--- src/rtl/flit_arb_mux.sv ---
`default_nettype none
// ============================================================================
// Module      : flit_arb_mux
// Description : N:1 wormhole flit multiplexer with round-robin or fixed
//               priority arbitration on HEAD flits and a registered
//               valid/ready output stage.
// Revision    : 1.0 - initial release
// ============================================================================
module flit_arb_mux #(
  parameter int NPORT    = 4,
  parameter int DATAW    = 66,
  parameter int VCHW     = 2,
  parameter int ARB_MODE = 0
) (
  input  logic                   clk,
  input  logic                   rst,
  input  logic [NPORT*DATAW-1:0] idata,
  input  logic [NPORT-1:0]       ivalid,
  input  logic [NPORT*VCHW-1:0]  ivch,
  output logic [NPORT-1:0]       iready,
  output logic [DATAW-1:0]       odata,
  output logic                   ovalid,
  output logic [VCHW-1:0]        ovch,
  input  logic                   oready,
  output logic [NPORT-1:0]       grant,
  output logic                   perr
);

  localparam int PW = (NPORT > 1) ? $clog2(NPORT) : 1;

  localparam logic [1:0] FT_HEAD = 2'b01;
  localparam logic [1:0] FT_DATA = 2'b10;
  localparam logic [1:0] FT_TAIL = 2'b11;

  typedef enum logic {
    S_IDLE   = 1'b0,
    S_LOCKED = 1'b1
  } state_t;

  state_t            state_q, state_d;
  logic [NPORT-1:0]  grant_q, grant_d;
  logic [PW-1:0]     gidx_q, gidx_d;
  logic [PW-1:0]     rr_q, rr_d;
  logic              head_seen_q, head_seen_d;
  logic [DATAW-1:0]  odata_q, odata_d;
  logic [VCHW-1:0]   ovch_q, ovch_d;
  logic              ovalid_q, ovalid_d;
  logic              perr_q, perr_d;

  logic [NPORT-1:0]  w_req;
  logic              w_win_found;
  logic [PW-1:0]     w_win_idx;
  logic [DATAW-1:0]  w_gflit;
  logic [1:0]        w_gtype;
  logic [VCHW-1:0]   w_gvch;
  logic              w_xfer;
  logic [PW-1:0]     w_rr_next;

  // Only a valid HEAD flit may request ownership of the output.
  generate
    for (genvar k = 0; k < NPORT; k++) begin : g_req
      assign w_req[k] = ivalid[k] & (idata[k*DATAW + DATAW-2 +: 2] == FT_HEAD);
    end
  endgenerate

  // Port visited at scan step i: rotated from the rr pointer, or plain index.
  function automatic int scan_idx(input int i, input logic [PW-1:0] ptr);
    if (ARB_MODE != 0) return i;
    return (int'(ptr) + i) % NPORT;
  endfunction

  // Pick the first requester in scan order.
  always_comb begin
    w_win_found = 1'b0;
    w_win_idx   = '0;
    for (int i = 0; i < NPORT; i++) begin
      if (!w_win_found && w_req[scan_idx(i, rr_q)]) begin
        w_win_found = 1'b1;
        w_win_idx   = PW'(scan_idx(i, rr_q));
      end
    end
  end

  assign w_gflit   = idata[int'(gidx_q)*DATAW +: DATAW];
  assign w_gtype   = w_gflit[DATAW-1 -: 2];
  assign w_gvch    = ivch[int'(gidx_q)*VCHW +: VCHW];
  assign w_xfer    = (state_q == S_LOCKED) & ivalid[gidx_q] & (~ovalid_q | oready);
  assign w_rr_next = (int'(gidx_q) == NPORT-1) ? '0 : gidx_q + PW'(1);
  // grant_q is zero while idle, so no port is ever ready outside LOCKED.
  assign iready    = grant_q & {NPORT{w_xfer}};

  // Next-state: arbitration in IDLE, flit forwarding and error detection in LOCKED.
  always_comb begin
    state_d     = state_q;
    grant_d     = grant_q;
    gidx_d      = gidx_q;
    rr_d        = rr_q;
    head_seen_d = head_seen_q;
    odata_d     = odata_q;
    ovch_d      = ovch_q;
    ovalid_d    = ovalid_q;
    perr_d      = 1'b0;

    // Output drains when accepted; a new transfer below overrides this.
    if (ovalid_q && oready) ovalid_d = 1'b0;

    case (state_q)
      S_IDLE: begin
        if (w_win_found) begin
          state_d              = S_LOCKED;
          grant_d              = '0;
          grant_d[w_win_idx]   = 1'b1;
          gidx_d               = w_win_idx;
          head_seen_d          = 1'b0;
        end
      end
      S_LOCKED: begin
        if (w_xfer) begin
          odata_d  = w_gflit;
          ovch_d   = w_gvch;
          ovalid_d = 1'b1;
          // Second HEAD, or body/tail before the HEAD, is flagged but still forwarded.
          if (w_gtype == FT_HEAD) begin
            if (head_seen_q) perr_d = 1'b1;
            head_seen_d = 1'b1;
          end else if ((w_gtype == FT_DATA) || (w_gtype == FT_TAIL)) begin
            if (!head_seen_q) perr_d = 1'b1;
          end
          if (w_gtype == FT_TAIL) begin
            state_d = S_IDLE;
            grant_d = '0;
            rr_d    = w_rr_next;
          end
        end
      end
      default: state_d = S_IDLE;
    endcase
  end

  // State and output registers; an in-flight packet is dropped on reset.
  always_ff @(posedge clk or posedge rst) begin
    if (rst) begin
      state_q     <= S_IDLE;
      grant_q     <= '0;
      gidx_q      <= '0;
      rr_q        <= '0;
      head_seen_q <= 1'b0;
      odata_q     <= '0;
      ovch_q      <= '0;
      ovalid_q    <= 1'b0;
      perr_q      <= 1'b0;
    end else begin
      state_q     <= state_d;
      grant_q     <= grant_d;
      gidx_q      <= gidx_d;
      rr_q        <= rr_d;
      head_seen_q <= head_seen_d;
      odata_q     <= odata_d;
      ovch_q      <= ovch_d;
      ovalid_q    <= ovalid_d;
      perr_q      <= perr_d;
    end
  end

  assign odata  = odata_q;
  assign ovch   = ovch_q;
  assign ovalid = ovalid_q;
  assign grant  = grant_q;
  assign perr   = perr_q;

endmodule
`default_nettype wire
--- config.mk ---
export PLATFORM = sky130hd
export DESIGN_NAME = flit_arb_mux
export DESIGN_NICKNAME = d
export VERILOG_FILES = /design/src/rtl/flit_arb_mux.sv
export SDC_FILE = /design/constraint.sdc
export NUM_CORES = 1
export LEC_CHECK = 0
export ABC_AREA = 1
export BUFFER_PORTS_ARGS = -buffer_cell sky130_fd_sc_hd__buf_2
export CORE_AREA = 4 4 136 138
export CTS_CLUSTER_DIAMETER = 50
export DETAILED_ROUTE_END_ITERATION = 10
export DIE_AREA = 0 0 140 142
export SLEW_MARGIN = 20
export SYNTH_ARGS = -nofsm -noshare
export SYNTH_HDL_FRONTEND = slang
export SYNTH_SLANG_ARGS = --single-unit
--- constraint.sdc ---
create_clock -name clk -period 2.75 [get_ports clk]
set_input_delay 0.275 -clock clk [delete_from_list [all_inputs] [get_ports clk]]
set_output_delay 0.275 -clock clk [all_outputs]
set_load 0.01 [all_outputs]
==> results.py <==
metrics = {
    "status": {
        "status": "completed",
    },
    "grt": {
        "grt_pass1_vias": 6417,
        "grt_start_max_net_pins": 74,
        "overflow": 0,
        "grt_use_total_pct": 20.5,
        "grt_pass1_wl_mm": 33.0,
        "antenna_found_initial": 1,
    },
    "layout": {
        "area_growth_pct": 39.9,
        "drive_above_1_share_pct": 36.0,
        "finalNetCount": 1419,
        "fin_area_um2": 7630,
        "final_cell_mix": "buf_2 (356), nand2_1 (242), nor2_1 (152), o21ai_0 (143), dfrtp_1 (78)",
        "antenna-diode-count": 0,
        "layout_commonest_cell": "buf_2",
    },
    "synthesis": {
        "yosysUniqueCellTypes": 29,
        "synthFlopType": "dfrtp_1",
        "synth_cells": 822,
        "synthesis.area_um2": 5450,
        "synth-seq-cells": 80,
        "ys_seq_area_share_pct": 36.7,
        "yosysWarnings": 0,
        "synth_edf_count": 0,
        "synth_nets": 1102,
        "ys_async_sr_fraction_pct": 100,
        "syn_avg_cell_area_um2": 6.63,
    },
    "clock_tree": {
        "cts_setup_buffers": 0,
        "cts_resized": 0,
        "clk_latency_ns": 0.34,
        "cts-root-buf": "clkbuf_16",
        "ctsHoldBuffers": 0,
        "cts_sinks": 80,
        "numCtsBuffers": 9,
        "clk_pin_slew_ns": 0.06,
        "htree_num_levels": 3,
        "clock_path_buffers": 2,
        "cts_tree": "done",
    },
    "sta": {
        "rsz0062_at_grt": "no",
        "finalSetupViolCount": 0,
        "maxSlewHeadroom_pct": 50.5,
        "fmax_mhz": 472,
        "hold_ws_ns": 0.0259,
        "setup-tns-final_ns": 0,
        "hold_viol": 0,
        "fin_crit_sh_pct": 77.1,
        "drv_slew": 0,
        "max_slew.worst_pin.slew_ns": 0.742,
        "fin_crit_ns": 2.12,
        "skew_ns": 0.00549,
        "fin_ws_ns": 0.629,
    },
    "routing": {
        "vias_per_cell": 4.92,
        "drc": 0,
        "drt-total-wl_mm": 21.5,
        "firstDrtPassIters": 5,
        "vias": 6742,
        "wl_per_cell_um": 15.7,
        "drt_iter0_drc": 408,
        "antenna_left": 0,
    },
    "power": {
        "p_sw_mw": 3.93,
        "pwr-share-comb_pct": 57.2,
        "pwr-share-clk_pct": 16.8,
        "p_leak_nw": 4.15,
        "power_mw": 8.26,
        "p_sw_share_pct": 47.5,
        "peakVddDrop_mv": 0.633,
        "powerDensity_nw_per_um2": 1080,
        "seqPwrFrac_pct": 26.0,
        "p_int_mw": 4.34,
    },
    "die": {
        "io_pins": 357,
        "die_area_um2": 19900,
        "die_h_um": 142,
        "die_w_um": 140,
        "core_um2": 17200,
        "std_cell_rows": 48,
        "start_util_pct": 31.7,
    },
    "job": {
        "maxCapViolCount": 0,
    },
    "worst_setup_path": {
        "cp-start-kind": "flop",
        "crit_arrival_ns": 2.35,
        "cp.required_ns": 2.98,
        "crit_fanout": 73,
        "crit_path_end_kind": "flop",
        "crit_type": "flop to flop",
    },
    "placement": {
        "placed_cell_area_um2": 7280,
        "place_ws_ns": 0.630,
        "routabilityCongestion": 0.920,
        "hpwl_mm": 16.5,
        "numPortBuffers": 356,
    },
    "worst_hold_path": {
        "holdCritPathClass": "primary input to async pin",
    },
}
-- worst max-delay path: stages, from the launching register on --
cell and delay (ns):
dfrtp_4 0.48, buf_4 0.52, o21ai_0 0.19, o22ai_1 0.29
nand2_1 0.14, nor2_4 0.20, nor2_4 0.07, nand2_1 0.06
nand2_1 0.06
-- layout make-up --
cell class / count / area, µm²
Sequential cell: 80 / 2010
Tap cell: 225 / 282
Timing Repair Buffer: 368 / 1900
Fill cell: 1855 / 9550
Clock buffer: 11 / 243
Clock inverter: 5 / 104
Multi-Input combinational cell: 659 / 3010
Inverter: 21 / 85.1
-- metal layers --
| layer | share of wire, % | global-route usage [%] | vias to the layer above |
|---|---|---|---|
| met1 | 40 | 25.3 | 3041 |
| met4 | 2.9 | 7.65 | 2 |
| met3 | 8.3 | 5.11 | 38 |
| met2 | 49 | 35.0 | 306 |
| li1 | - | - | 3355 |
| met5 | 0.033 | 0 | - |
-- state kept, by name, summed over array words and instances (netlist names) --
register and count:
odata 66, grant 4, gidx_q 2, ovch 2, rr_q 2, head_seen_q 1
ovalid 1, perr 1, state_q 1
-- power by group through the flow --
stage / combinational (mW) / sequential [mW] / clock, mW
after floorplan: 3.14 / 2.33 / 0
after detailed placement: 4.79 / 2.15 / 0
after CTS: 4.80 / 2.15 / 1.42
after global placement: 4.75 / 2.14 / 0
after global routing: 5.37 / 2.22 / 1.47
final: 4.73 / 2.15 / 1.39
-- cells in the mapped netlist, types with 3 or more instances --
master	instances	area (µm²)
o21ai_1	4	20.0
nand3_1	17	85.1
nor2_4	4	45.0
buf_4	5	37.5
nand2_1	242	908
dfrtp_1	80	2000
inv_2	4	15.0
inv_1	16	60.1
nand4_1	7	43.8
o22ai_1	67	419
clkbuf_1	32	120
buf_2	11	55.1
nor2_1	152	571
buf_6	13	146
nand2_2	7	43.8
a21oi_1	3	15.0
o21ai_0	143	716
nand3_2	4	40.0
-- path summary, 6_finish.rpt --
kind,startpoint,to,slack (ns),cells after the start
max in group asynchronous,rst,odata[16]$_DFFE_PP0P_,2.05,3
min in group clk,oready,ovalid$_DFF_PP0_,0.27,4
min,rst,odata[57]$_DFFE_PP0P_,0.03,2
max reg2reg,gidx_q[0]$_DFFE_PP0P_,grant[3]$_DFFE_PP0P_,0.63,8
min reg2reg,odata[11]$_DFFE_PP0P_,odata[11]$_DFFE_PP0P_,0.47,2
max,gidx_q[0]$_DFFE_PP0P_,grant[3]$_DFFE_PP0P_,0.63,8
-- metrics by stage --
step | util [%] | std cells
after global routing | 44.4 | 1369
after detailed placement | 42.4 | 1353
after floorplan | - | 822
after CTS | 44.4 | 1369
after global placement | 42.4 | 1353
final | 44.4 | 1369
-- logic make-up (layout without fill, tap and decap cells) --
logic type                 Yosys count  after routing  share of synthesized area (%)
buffers and inverters               83            405                           8.17
DFF                                 80             80                           36.7
adders and majority gates            1              1                          0.230
and+or+nand+nor                    437            437                           32.7
AOI/OAI and AO/OA                  221            221                           22.1
No activity file was read; power rests on OpenSTA's default activity.
